==> src/rtl/sw_btn_pkg.sv <==
// sw_btn_pkg
//   Shared constants for the switch/button read-side logic of the AXI4-Lite
//   peripheral: register word indices and input counts.
package sw_btn_pkg;

  localparam int NUM_SW  = 8;
  localparam int NUM_BTN = 5;

  // Word indices into the read register map
  localparam logic [1:0] REG_SW   = 2'd0;
  localparam logic [1:0] REG_BTN  = 2'd1;
  localparam logic [1:0] REG_EVT  = 2'd2;
  localparam logic [1:0] REG_STAT = 2'd3;

endpackage

==> src/rtl/sw_btn_user_logic_debounce_bit.sv <==
// debounce_bit
//   Two-flop synchroniser, stability counter and debounced level for one raw
//   asynchronous input.
//   Ports:
//     S_AXI_ACLK     in  clock, rising edge
//     S_AXI_ARESETN  in  asynchronous reset, active high
//     din            in  raw asynchronous input
//     dout           out debounced level
//   Parameter DEBOUNCE_CYCLES (2..2^24): number of consecutive cycles the
//   synchronised value must differ from dout before dout follows it.
module debounce_bit #(
  parameter int DEBOUNCE_CYCLES = 1000000
) (
  input  logic S_AXI_ACLK,
  input  logic S_AXI_ARESETN,
  input  logic din,
  output logic dout
);

  localparam int CNT_W = $clog2(DEBOUNCE_CYCLES);
  localparam logic [CNT_W-1:0] CNT_MAX = CNT_W'(DEBOUNCE_CYCLES - 1);

  logic             sync_1;
  logic             sync_2;
  logic [CNT_W-1:0] cnt;

  // The count only advances while the synced value disagrees with dout, so
  // any return to agreement (a short glitch) restarts it from zero. The
  // counter tops out at CNT_MAX and is cleared there, so it never wraps.
  always_ff @(posedge S_AXI_ACLK or posedge S_AXI_ARESETN) begin
    if (S_AXI_ARESETN) begin
      sync_1 <= 1'b0;
      sync_2 <= 1'b0;
      cnt    <= '0;
      dout   <= 1'b0;
    end else begin
      sync_1 <= din;
      sync_2 <= sync_1;
      if (sync_2 == dout) begin
        cnt <= '0;
      end else if (cnt == CNT_MAX) begin
        dout <= sync_2;
        cnt  <= '0;
      end else begin
        cnt <= cnt + 1'b1;
      end
    end
  end

endmodule

==> src/rtl/sw_btn_user_logic.sv <==
// sw_btn_user_logic
//   Read side of the AXI4-Lite LED/switch/button peripheral. Debounces 8
//   switches and 5 buttons, latches button presses in a clear-on-read event
//   register and returns the addressed word one cycle after a read strobe.
//   Ports:
//     S_AXI_ACLK     in  clock, rising edge
//     S_AXI_ARESETN  in  asynchronous reset, active high
//     slv_reg_rden   in  one-cycle read strobe
//     axi_araddr     in  latched read address (word = [ADDR_LSB+1:ADDR_LSB])
//     SW             in  raw switches
//     BTN            in  raw buttons, 1 = pressed
//     reg_data_out   out read data
//     irq            out |BTN_EVT delayed one cycle (only with SW_BTN_IRQ_EN)
//   Register words: 0 = switches, 1 = buttons, 2 = button events
//   (clear-on-read), 3 = status ({31'b0, irq} with SW_BTN_IRQ_EN, else 0).
//   Build option: define SW_BTN_IRQ_EN to add the irq output.
module sw_btn_user_logic
  import sw_btn_pkg::*;
#(
  parameter int C_S_AXI_ADDR_WIDTH = 4,
  parameter int ADDR_LSB           = 2,
  parameter int DEBOUNCE_CYCLES    = 1000000
) (
  input  logic                          S_AXI_ACLK,
  input  logic                          S_AXI_ARESETN,
  input  logic                          slv_reg_rden,
  input  logic [C_S_AXI_ADDR_WIDTH-1:0] axi_araddr,
  input  logic [NUM_SW-1:0]             SW,
  input  logic [NUM_BTN-1:0]            BTN,
`ifdef SW_BTN_IRQ_EN
  output logic                          irq,
`endif
  output logic [31:0]                   reg_data_out
);

  localparam int NUM_IN = NUM_SW + NUM_BTN;

  logic [NUM_IN-1:0]  raw_in;
  logic [NUM_IN-1:0]  db_in;
  logic [NUM_SW-1:0]  sw_db;
  logic [NUM_BTN-1:0] btn_db;
  logic [NUM_BTN-1:0] btn_db_q;
  logic [NUM_BTN-1:0] btn_rise;
  logic [NUM_BTN-1:0] btn_evt;
  logic [1:0]         rd_idx;
  logic               evt_rd;
  logic [31:0]        stat_word;
  logic [31:0]        rd_word;
  logic               unused_addr;

  // Switches occupy the low bits, buttons the high bits of one vector
  assign raw_in = {BTN, SW};
  assign sw_db  = db_in[NUM_SW-1:0];
  assign btn_db = db_in[NUM_IN-1:NUM_SW];

  for (genvar i = 0; i < NUM_IN; i++) begin : g_db
    debounce_bit #(
      .DEBOUNCE_CYCLES(DEBOUNCE_CYCLES)
    ) u_db (
      .S_AXI_ACLK   (S_AXI_ACLK),
      .S_AXI_ARESETN(S_AXI_ARESETN),
      .din          (raw_in[i]),
      .dout         (db_in[i])
    );
  end

  // Only the word index is decoded; the remaining address bits are ignored.
  assign unused_addr = ^axi_araddr;
  assign rd_idx      = axi_araddr[ADDR_LSB+1:ADDR_LSB];
  assign evt_rd      = slv_reg_rden && (rd_idx == REG_EVT);
  assign btn_rise    = btn_db & ~btn_db_q;

  // A clearing read and a new rising edge in the same cycle: the clear is
  // applied first and the new edge is OR-ed in afterwards, so it survives.
  always_ff @(posedge S_AXI_ACLK or posedge S_AXI_ARESETN) begin
    if (S_AXI_ARESETN) begin
      btn_db_q <= '0;
      btn_evt  <= '0;
    end else begin
      btn_db_q <= btn_db;
      btn_evt  <= (evt_rd ? '0 : btn_evt) | btn_rise;
    end
  end

`ifdef SW_BTN_IRQ_EN
  always_ff @(posedge S_AXI_ACLK or posedge S_AXI_ARESETN) begin
    if (S_AXI_ARESETN) begin
      irq <= 1'b0;
    end else begin
      irq <= |btn_evt;
    end
  end

  assign stat_word = {31'b0, irq};
`else
  assign stat_word = 32'h0;
`endif

  always_comb begin
    rd_word = 32'h0;
    case (rd_idx)
      REG_SW:   rd_word = {{(32-NUM_SW){1'b0}}, sw_db};
      REG_BTN:  rd_word = {{(32-NUM_BTN){1'b0}}, btn_db};
      REG_EVT:  rd_word = {{(32-NUM_BTN){1'b0}}, btn_evt};
      REG_STAT: rd_word = stat_word;
      default:  rd_word = 32'h0;
    endcase
  end

  // Read data is captured on the strobe and held until the next strobe.
  always_ff @(posedge S_AXI_ACLK or posedge S_AXI_ARESETN) begin
    if (S_AXI_ARESETN) begin
      reg_data_out <= 32'h0;
    end else if (slv_reg_rden) begin
      reg_data_out <= rd_word;
    end
  end

endmodule

==> config.mk <==
export PLATFORM = sky130hd
export DESIGN_NAME = sw_btn_user_logic
export DESIGN_NICKNAME = d
export VERILOG_FILES = /design/src/rtl/sw_btn_pkg.sv /design/src/rtl/sw_btn_user_logic_debounce_bit.sv /design/src/rtl/sw_btn_user_logic.sv
export SDC_FILE = /design/constraint.sdc
export NUM_CORES = 1
export LEC_CHECK = 0
export CORE_MARGIN = 2
export CORE_UTILIZATION = 45
export CTS_CLUSTER_SIZE = 30
export DETAILED_ROUTE_END_ITERATION = 10
export PLACE_DENSITY = 0.71
export REMOVE_ABC_BUFFERS = 1
export SYNTH_ARGS = -nofsm -noshare
export SYNTH_HDL_FRONTEND = slang
export SYNTH_SLANG_ARGS = --single-unit
export TNS_END_PERCENT = 5
==> constraint.sdc <==
create_clock -name S_AXI_ACLK -period 10.8 [get_ports S_AXI_ACLK]
set_input_delay 1.62 -clock S_AXI_ACLK [delete_from_list [all_inputs] [get_ports S_AXI_ACLK]]
set_output_delay 1.62 -clock S_AXI_ACLK [all_outputs]
set_load 0.02 [all_outputs]
==> summary.md, run 1 <==
| Metric | Value |
|---|---|
| Sum of buffers and inverters on the critical path | 1 |
| Global-route usage over all layers | about 17% |
| Worst Hold Margin | 0.346 ns |
| Number of buffers added on ports | 25 |
| Hold Startpoint | g_db[8].u_db.sync_1 |
| CP Launch Point | reg_data_out[0] |
| Area Overhead vs Synth | 12.5% |
| Row count | 67 |
| Power density of the placed cells | 150 nW/um^2 |
| Initial antenna violation count | 1 |
| Final count of hold timing violations | 0 |
| Final-report max-slew violation count | 0 |
| Largest stage delay on the critical path | around 0.63 ns |
| Average footprint of a synthesized cell | between 9 and 10 sq um |
| Net switching power figure | around 0.00055 W |
| Gate Count Post-Synth | 1533 |
| TritonCTS clock tree | yes |
| Synth Cell Area | ~15000 sq um |
| CP Launch Type | register |
| Synth unique cells | 50 |
| Die Outline Area | about 35000 sq um |
| Fmax | 314 MHz |
| Clock buffers created by TritonCTS | 36 |
| Area inside the core boundary | approximately 33000 sq um |
| Logic gate share of total power | roughly 3.6% |
| Ordered cell list for the critical path | clkdlybuf4s50_1 |
| Effective utilization at floorplan | a little under half |
| Total half-perimeter wirelength after legalization and detailed placement | roughly 19000 um |
| Final period demand of the worst path | approximately 3.2 ns |
| Total via count in the routed design | around 11000 |
| Kind of cell with the highest combined delay on the critical path | buffers and inverters |
| Post-DRT Antenna Nets | 0 |
| Endpoint type of the worst setup path | primary output |
| GPL Wtd Cong | approximately 0.78 |
| Ratio of cells with drive above 1 in the final layout | under 10% |
| Grt total ovfl | 0 |
| Arr. time, crit path | between 1.5 and 2 ns |
| CP Data Required Time | about 9.2 ns |
| Warnings, synthesis | 0 |
| Number of flops mapped to enable cells by yosys | 0 |
| Largest fanout on the critical path | 2 |
| Post-synth top area cell | dfrtp_1 |
| Net Sw Frac | a little over a fifth |
| Die X-Extent | 188 um |
| IR drop worst, VDD | ~130 uV |
| Maximum number of pins on one net before global-route repair | approximately 110 |
| Cell types occupying the most area after synthesis | dfrtp_1 52%, xnor2_1 6.7%, nor2_1 5.4% |
| RSZ-0062 raised after global routing | false |
| Total Negative Setup Slacks | 0 ns |
| Register bit count reported by yosys | 317 |
| Number of clock sinks | 317 |
| Chip height | roughly 190 um |
| Number of detailed-route iterations in the first pass | 5 |
| # IOs | 52 |
| CTS Buffer Depth | 3 |
| Clock latency reported for the late side of the worst-skew pair | approximately 0.51 ns |
| WS Path Type | reg -> out |
| Post-CTS clock slew at the launch and capture registers of the worst setup and hold paths | about 0.06 ns |
| Post-CTS setup repair buffer count | 0 |
| Final layout net count | 1600 |
| Count of endpoints failing setup in the final report | 0 |
| Wirelength per Cell | roughly 14 um |
| Number of buffers inserted by hold repair at cts | 0 |
| Portion of total power attributed to sequential cells | approximately 48% |
| Slowest CP cell | clkdlybuf4s50_1 |
| Number of vias per cell after detailed routing | 5.38 |
| Yosys top cell area share | a little over half |
| Most used flip-flop cell after synthesis | dfrtp_1 |
| Violation count after the first detailed-route iteration | ~660 |
| Clock skew | about 0.013 ns |
| Number of gates given a new drive strength after cts | 0 |
| Path class of the lowest-slack min-delay path | reg -> reg |
| Global-route wire length before repair | slightly above 50000 um |
| Final wirelength | around 28000 um |
| Clock network power share | between 40% and 50% |
| Pin slew with the least headroom to its limit | ~1.0 ns |
| Share of synthesized flip-flops with an asynchronous set or reset | between 90% and 100% |
| Vias in the first global route | around 11000 |
| Internal power | 0.00202 W |
| Buffer type at the clock tree root | clkbuf_16 |
| H-Tree Level Count | 2 |
| FF-to-FF Start | g_db[3].u_db.cnt[0] |
| Number of fillers in the final layout | around 3000 |
| DRC violations left | 0 |
| Max-cap violation count | 0 |
| Slew Limit Headroom | 33.1% |
| Run status | finished, final reports clean |
| Final worst path period share | around 30% |
| Portion of the post-synthesis area used by sequential elements | 52.2% |
| Leak | approximately 6.7 nW |
logic make-up after synthesis:
logic type / share of synthesized area, %
compound gates: 6.74
xor+xnor: 10.1
fa+ha+maj: 1.07
buf+inv: 3.98
flops: 52.2
mux: 1.49
other cells: 0.0247
simple gates: 24.4
final timing paths:
check / end / slack [ns] / cells past startpoint
hold reg to reg: g_db[8].u_db.sync_2 / 0.35 / 0
setup / recovery: reg_data_out[0] / 7.62 / 1
hold / removal: g_db[8].u_db.sync_2 / 0.35 / 0
max in group asynchronous: g_db[0].u_db.dout / 7.69 / 3
min in group asynchronous: g_db[10].u_db.sync_1 / 1.63 / 2
setup reg to reg: g_db[3].u_db.cnt[7] / 8.41 / 6
cells in the mapped netlist, types with 4 or more instances:
master and count:
nor4_1 45, a21oi_1 80, or3_1 36, or4b_1 5
xnor2_1 116, or4_1 37, and4_1 12, o31ai_1 31
nand2_1 77, nor2_1 220, ha_1 13, xor2_1 59
mux2i_1 8, nand4b_1 4, inv_1 65, nor4b_1 6
nand4_1 55, nand3_1 101, and3_1 19, buf_2 12
nor2b_1 4, o21ai_0 46, nor3_1 49, dfrtp_1 317
o31ai_4 4, mux2_2 13, clkbuf_1 22, or4b_2 5
buf_4 27, and2_1 13, or2_2 4
power by group through the flow:
stage	logic, W	clock network [W]	registers [W]
3_5_place_dp	0.0000951	0	0.00124
4_1_cts	0.0000955	0.00129	0.00122
6_report	0.0000925	0.00125	0.00122
2_1_floorplan	0.0000600	0	0.00124
3_3_place_gp	0.0000926	0	0.00124
5_1_grt	0.000106	0.00134	0.00123
registers in the layout (all words and copies together), names as in the netlist:
signal,count
g_db.u_db.sync_2,13
reg_data_out,8
btn_evt,5
g_db.u_db.cnt,260
g_db.u_db.sync_1,13
btn_db_q,5
g_db.u_db.dout,13
final cells by class:
type | instances | area [sq um] | share of cell area, %
clock inverters | 11 | 158 | 0.922
repair buffers | 36 | 333 | 1.95
clock buffers | 53 | 1080 | 6.29
inverters | 65 | 251 | 1.47
well taps | 448 | 561 | 3.28
multi-input cells | 1111 | 6780 | 39.7
flip-flops and latches | 317 | 7930 | 46.4
diodes | 1 | 2.50 | 0.0146
per-layer routing:
metal / vias to the layer above / part of all wire [%] / track usage [%] / routed length, um
li1: 5425 / - / - / -
met1: 5383 / 48 / 22.6 / 13600
met2: 127 / 47 / 27.9 / 13300
met3: 45 / 3.1 / 2.47 / 878
met4: 0 / 2.6 / 5.60 / 743
met5: - / 0 / 0 / 0
cells in the final DEF, fill, tap and decap left out, drive strengths merged, types with 19 or more instances in the layout:
| cell | n |
|---|---|
| nor4 | 45 |
| nand2 | 77 |
| dfrtp | 317 |
| nor2 | 220 |
| a21oi | 80 |
| o31ai | 36 |
| conb | 24 |
| clkbuf | 53 |
| inv | 65 |
| or4 | 38 |
| xor2 | 59 |
| xnor2 | 116 |
| nand4 | 57 |
| nor3 | 49 |
| clkdlybuf4s50 | 25 |
| or3 | 36 |
| and3 | 19 |
| o21ai | 48 |
| nand3 | 103 |
through the flow:
| stage | setup WS [ns] | power (W) | cells | area [sq um] | utilization [%] |
|---|---|---|---|---|---|
| after CTS | 7.52 | 0.00261 | 2041 | 17100 | 51.2 |
| final | 7.62 | 0.00257 | 2042 | 17100 | 51.2 |
| after floorplan | 0.409 | 0.00130 | 1493 | 14900 | - |
| after detailed placement | 6.98 | 0.00134 | 1977 | 15900 | 47.5 |
| after global routing | 7.31 | 0.00267 | 2042 | 17100 | 51.2 |
| after global placement | 7.03 | 0.00134 | 1977 | 15900 | 47.5 |
Note: power is estimated with default switching activity, not from simulation.
==> run 2, diff against run 1 <==
Settings changed: PLACE_DENSITY 0.71 to 0.69.
Clock period 10.8 ns to 3.34 ns, I/O delays scaled along.
==> summary.md, run 2 (synthesis results as in run 1) <==
| Metric | Value |
|---|---|
| Largest stage delay on the critical path | ~0.68 ns |
| Hold Startpoint | g_db[11].u_db.sync_1 |
| Worst Hold End | g_db[11].u_db.sync_2 |
| Violation count after the first detailed-route iteration | between 600 and 700 |
| Number of vias per cell after detailed routing | 5.38 |
| Buffer type at the clock tree root | clkbuf_16 |
| Number of gates given a new drive strength after cts | 0 |
| Area inside the core boundary | roughly 33000 sq um |
| Worst hold path depth | 0 |
| Maximum number of pins on one net before global-route repair | 95 |
| IR drop worst, VDD | just over 400 uV |
| H-Tree Level Count | 2 |
| RSZ-0062 raised after global routing | false |
| Global-route wire length before repair | between 40000 and 50000 um |
| DRC violations left | 0 |
| Fmax | 419 MHz |
| Post-CTS clock slew at the launch and capture registers of the worst setup and hold paths | around 0.060 ns |
| Final count of hold timing violations | 0 |
| # IOs | between 50 and 60 |
| Critical R2R Capture | g_db[3].u_db.cnt[13] |
| Leak | slightly below 7 nW |
| Number of detailed-route iterations in the first pass | 5 |
| Post-route cell area | between 15000 and 20000 sq um |
| Wirelength per Cell | 13.7 um |
| Total via count in the routed design | between 10000 and 15000 |
| Post-CTS setup repair buffer count | 0 |
| Leading cell types in the layout, fill and taps excluded | 317 x dfrtp_1, 220 x nor2_1, 116 x xnor2_1, 101 x nand3_1, 80 x a21oi_1 |
| Vias in the first global route | 10600 |
| Endpoint type of the worst setup path | register |
| Largest fanout on the critical path | 12 |
| Kind of cell with the highest combined delay on the critical path | simple AND/OR/NAND/NOR gates |
| CTS Buffer Depth | 3 |
| Global-route usage over all layers | between 10% and 20% |
| Die Outline Area | between 30000 and 40000 sq um |
| Antenna cell count | 0 |
| Path class of the lowest-slack min-delay path | reg -> reg |
| Clock buffers created by TritonCTS | 36 |
| Area Overhead vs Synth | 12.4% |
| Count of endpoints failing setup in the final report | 0 |
| Grt total ovfl | 0 |
| CP Data Required Time | ~3.7 ns |
| WS Path Type | reg -> reg |
| Power density of the placed cells | 478 nW/um^2 |
| Number of buffers added on ports | 25 |
| Dpl cell area | about 16000 sq um |
| Pin slew with the least headroom to its limit | 0.808 ns |
| Max reg flops | 260 |
| Final worst path period share | around 70% |
| Clock latency reported for the late side of the worst-skew pair | just over 0.5 ns |
| Final period demand of the worst path | about 2.4 ns |
| Ordered cell list for the critical path | ha_1 -> nand2_1 -> or3_1 -> o31ai_2 -> buf_4 -> nor2_1 |
| CP Launch Point | g_db[3].u_db.cnt[0] |
| Depth of the worst register-to-register path | 6 |
| Final layout net count | approximately 1600 |
| Total design power | about 0.0082 W |
| Number of buffers inserted by hold repair at cts | 0 |
| TritonCTS clock tree | yes |
| FF-to-FF Start | g_db[3].u_db.cnt[0] |
| Register ranked first by flip-flop count | g_db.u_db.cnt |
| Final wirelength | 28000 um |
| CP Launch Type | register |
| Initial antenna violation count | 0 |
| Sum of buffers and inverters on the critical path | 1 |
| Most frequent standard cell in the layout excluding fill and tap cells | dfrtp_1 |
| GPL Wtd Cong | slightly below 0.8 |
| Slew Limit Headroom | around 46% |
| Total half-perimeter wirelength after legalization and detailed placement | ~19000 um |
| Final-report max-slew violation count | 0 |
| Max-cap violation count | 0 |
| R2R Setup Slk | about 0.95 ns |
| Die X-Extent | between 150 and 200 um |
| Effective utilization at floorplan | a little under half |
| Slowest CP cell | o31ai_2 |
| Run status | finished, final reports clean |
| Chip height | between 150 and 200 um |
| Clock skew | 0.0147 ns |
| Arr. time, crit path | around 2.8 ns |
| Number of clock sinks | roughly 320 |
| Row count | 67 |
| Ratio of cells with drive above 1 in the final layout | around 7.0% |
| Post-DRT Antenna Nets | 0 |
[run 2: cell types whose count changed in the layout (fill, tap and decap cells not counted)]
cell and delta:
buf_12 +3, buf_4 -2, bufinv_16 -1, clkbuf_1 -4, clkbuf_8 -3, clkinv_2 +3
clkinv_4 +2, diode_2 -1
[run 2: power breakdown]
group	switching [W]	internal (W)	leakage, nW
registers	0.0000525	0.00390	4.33
logic	0.000215	0.0000915	1.83
clock network	0.00152	0.00238	0.589
[run 2: how the worst max path moves through the flow]
stage	slack, ns	cells after the start	endpoint
global placement	1.02	6	g_db[3].u_db.cnt[5]
detailed placement	0.98	6	g_db[3].u_db.cnt[11]
global route	0.79	6	g_db[3].u_db.cnt[6]
floorplan	-5.93	1	btn_db_q[0]
finish	0.95	6	g_db[3].u_db.cnt[13]
CTS	0.97	6	g_db[3].u_db.cnt[4]
[run 2: worst register-to-register path, stage by stage (launching register included)]
cell	delay, ns
dfrtp_1	0.36
ha_1	0.23
nand2_1	0.18
or3_1	0.45
o31ai_2	0.68
buf_4	0.31
nor2_1	0.07
[run 2: cell type report]
cell class	count	area, sq um
sequential	317	7930
fill	3000	16300
clock buffer	46	1020
timing repair buffer	37	378
tap	448	561
inverter	65	251
clock inverter	15	160
multi-input combinational	1111	6780
[run 2: per-stage QoR]
step | std cells | util (%) | hold WS (ns) | setup TNS, ns | setup WS (ns)
4_1_cts | 2039 | 51.2 | 0.351 | 0 | 0.970
3_3_place_gp | 1978 | 47.7 | 0.335 | 0 | 1.02
5_1_grt | 2039 | 51.2 | 0.358 | 0 | 0.794
2_1_floorplan | 1493 | - | 0.331 | -1880.51 | -5.93
6_report | 2039 | 51.2 | 0.347 | 0 | 0.951
3_5_place_dp | 1978 | 47.7 | 0.338 | 0 | 0.981
[run 2: per-layer routing]
layer,up-vias,share of wire (%),wire [um],global-route usage (%)
met1,5352,48,13500,21.8
li1,5435,-,-,-
met5,-,0,0,0
met2,125,46,12900,26.5
met4,0,2.2,624,4.69
met3,54,3.3,910,2.79
==> run 3, diff against run 2 <==
Clock period 3.34 ns to 2.5 ns, I/O delays scaled along.
==> summary.md, run 3 (synthesis results as in run 1) <==
| Metric | Value |
|---|---|
| Run status | finished, final reports clean |
| Worst Hold Margin | ~0.27 ns |
| Max-cap violation count | 0 |
| Ordered cell list for the critical path | or4_1 -> or4_4 -> nor2_1 -> mux2_2 |
| Area Overhead vs Synth | 13.6% |
| Wirelength per Cell | about 14 um |
| Final worst path period share | 88.0% |
| Leak | 6.84 nW |
| FF-to-FF Start | g_db[9].u_db.cnt[12] |
| Total design power | between 0.01 and 0.015 W |
| CTS Buffer Depth | 3 |
| Net Sw Frac | between 20% and 30% |
| Critical R2R Capture | g_db[9].u_db.dout |
| Final count of hold timing violations | 0 |
| Die Outline Area | between 30000 and 40000 sq um |
| Storage element area | about 7900 sq um |
| CP Data Required Time | just under 3 ns |
| Number of buffers added on ports | 25 |
| Path class of the lowest-slack min-delay path | in -> async |
| Initial antenna violation count | 0 |
| GPL Wtd Cong | 0.836 |
| Maximum number of pins on one net before global-route repair | about 70 |
| Chip height | between 150 and 200 um |
| Internal power | around 0.0085 W |
| Final period demand of the worst path | ~2.2 ns |
| Pin slew with the least headroom to its limit | roughly 0.66 ns |
| Post-DRT Antenna Nets | 0 |
| DRC violations left | 0 |
| Fmax | between 400 and 500 MHz |
| Depth of the worst register-to-register path | 4 |
| Ratio of cells with drive above 1 in the final layout | 8.29% |
| Post-route cell area | about 17000 sq um |
| WS Path Type | reg -> reg |
| Register ranked first by flip-flop count | g_db.u_db.cnt |
| Logic gate share of total power | between 3 and 4% |
| Max reg flops | 260 |
| Largest fanout on the critical path | 6 |
| Setup slack after layout | roughly 0.30 ns |
| Total via count in the routed design | ~11000 |
| # IOs | between 50 and 60 |
| Clock network power share | between 40% and 50% |
| Placement-stage worst setup slack | 0.318 ns |
| Endpoint type of the worst setup path | register |
| Top layer reached by signal wires | met4 |
| H-Tree Level Count | 2 |
| Count of endpoints failing setup in the final report | 0 |
| Final-report max-slew violation count | 0 |
| Leading cell types in the layout, fill and taps excluded | 317 x dfrtp_1, 220 x nor2_1, 116 x xnor2_1, 101 x nand3_1, 80 x a21oi_1 |
| Wire length on met2 | approximately 14000 um |
| Final layout net count | approximately 1600 |
| Vias in the first global route | roughly 11000 |
| Number of gates given a new drive strength after cts | 0 |
| Largest stage delay on the critical path | roughly 0.54 ns |
| Multi-input combinational cell area | about 6800 sq um |
| Detailed-route wire length on metal 1 | 13100 um |
| Number of buffers inserted by hold repair at cts | 0 |
| Global-route wire length before repair | just over 50000 um |
| RSZ-0062 raised after global routing | false |
| Met3 WL | ~1000 um |
| R2R Setup Slk | about 0.3 ns |
| Power density of the placed cells | around 640 nW/um^2 |
| Violation count after the first detailed-route iteration | ~550 |
| Global-route usage over all layers | about 17% |
| IR drop worst, VDD | ~470 uV |
| Net switching power figure | around 0.0025 W |
| Arr. time, crit path | about 2.6 ns |
| Clock latency reported for the late side of the worst-skew pair | roughly 0.53 ns |
| Post-CTS clock slew at the launch and capture registers of the worst setup and hold paths | roughly 0.06 ns |
| Die X-Extent | around 190 um |
| TritonCTS clock tree | yes |
| Post-CTS setup repair buffer count | 0 |
| Kind of cell with the highest combined delay on the critical path | simple AND/OR/NAND/NOR gates |
| Row count | 67 |
| Area inside the core boundary | 33400 sq um |
| Number of vias per cell after detailed routing | roughly 5.4 |
| Slowest CP cell | or4_1 |
| Final wirelength | about 28000 um |
| Dpl cell area | between 15000 and 20000 sq um |
| Number of fillers in the final layout | approximately 3000 |
| Total half-perimeter wirelength after legalization and detailed placement | 19100 um |
| Clock skew | about 0.021 ns |
| Number of clock sinks | 317 |
| Portion of total power attributed to sequential cells | around half |
| Most frequent standard cell in the layout excluding fill and tap cells | dfrtp_1 |
| Antenna cell count | 0 |
| Sum of buffers and inverters on the critical path | 0 |
| Clock buffers created by TritonCTS | 37 |
| Buffer type at the clock tree root | clkbuf_16 |
| Number of detailed-route iterations in the first pass | 5 |
| Slew Limit Headroom | between 50% and 60% |
| Grt total ovfl | 0 |
| CP Launch Type | register |
| Effective utilization at floorplan | 45.6% |
run 3: cell types whose count changed in the layout (fill, tap and decap cells not counted), sizes merged:
| cell | change |
|---|---|
| clkbuf | +2 |
| inv | +2 |
| clkinv | -3 |
| buf | +22 |
| clkinvlp | +3 |
run 3: area by class of cell:
cell class	count	share of cell area [%]
well taps	448	3.25
inverters	65	1.46
clock buffers	48	5.83
repair buffers	59	3.22
clock inverters	17	1.05
multi-input cells	1111	39.3
flip-flops and latches	317	45.9
run 3: through the flow:
step                      cells  utilization [%]  setup TNS [ns]
after floorplan            1493                -        -2122.73
after global placement     2000             48.2               0
after detailed placement   2000             48.2               0
after CTS                  2065             51.8               0
after global routing       2065             51.8               0
final                      2065             51.8               0
run 3: how the worst max path moves through the flow:
| stage | startpoint | to | slack (ns) | depth (start not counted) |
|---|---|---|---|---|
| 2_1_floorplan | S_AXI_ARESETN | btn_db_q[0] | -6.65 | 1 |
| 3_3_place_gp | g_db[9].u_db.cnt[12] | g_db[9].u_db.dout | 0.34 | 4 |
| 3_5_place_dp | g_db[9].u_db.cnt[12] | g_db[9].u_db.dout | 0.32 | 4 |
| 4_1_cts | g_db[9].u_db.cnt[12] | g_db[9].u_db.dout | 0.29 | 4 |
| 5_1_grt | g_db[9].u_db.cnt[12] | g_db[9].u_db.dout | 0.22 | 4 |
| 6_report | g_db[9].u_db.cnt[12] | g_db[9].u_db.dout | 0.30 | 4 |
run 3: power by group through the flow:
stage | Combinational, W | Clock (W) | Sequential (W)
CTS | 0.000447 | 0.00541 | 0.00528
finish | 0.000433 | 0.00527 | 0.00528
floorplan | 0.000259 | 0 | 0.00537
global route | 0.000494 | 0.00565 | 0.00529
detailed placement | 0.000445 | 0 | 0.00537
global placement | 0.000437 | 0 | 0.00537
run 3: routing by layer:
| layer | GRT usage, % | vias to the layer above |
|---|---|---|
| li1 | - | 5483 |
| met1 | 22.1 | 5436 |
| met2 | 28.2 | 136 |
| met3 | 2.88 | 46 |
| met4 | 4.85 | 0 |
| met5 | 0 | - |
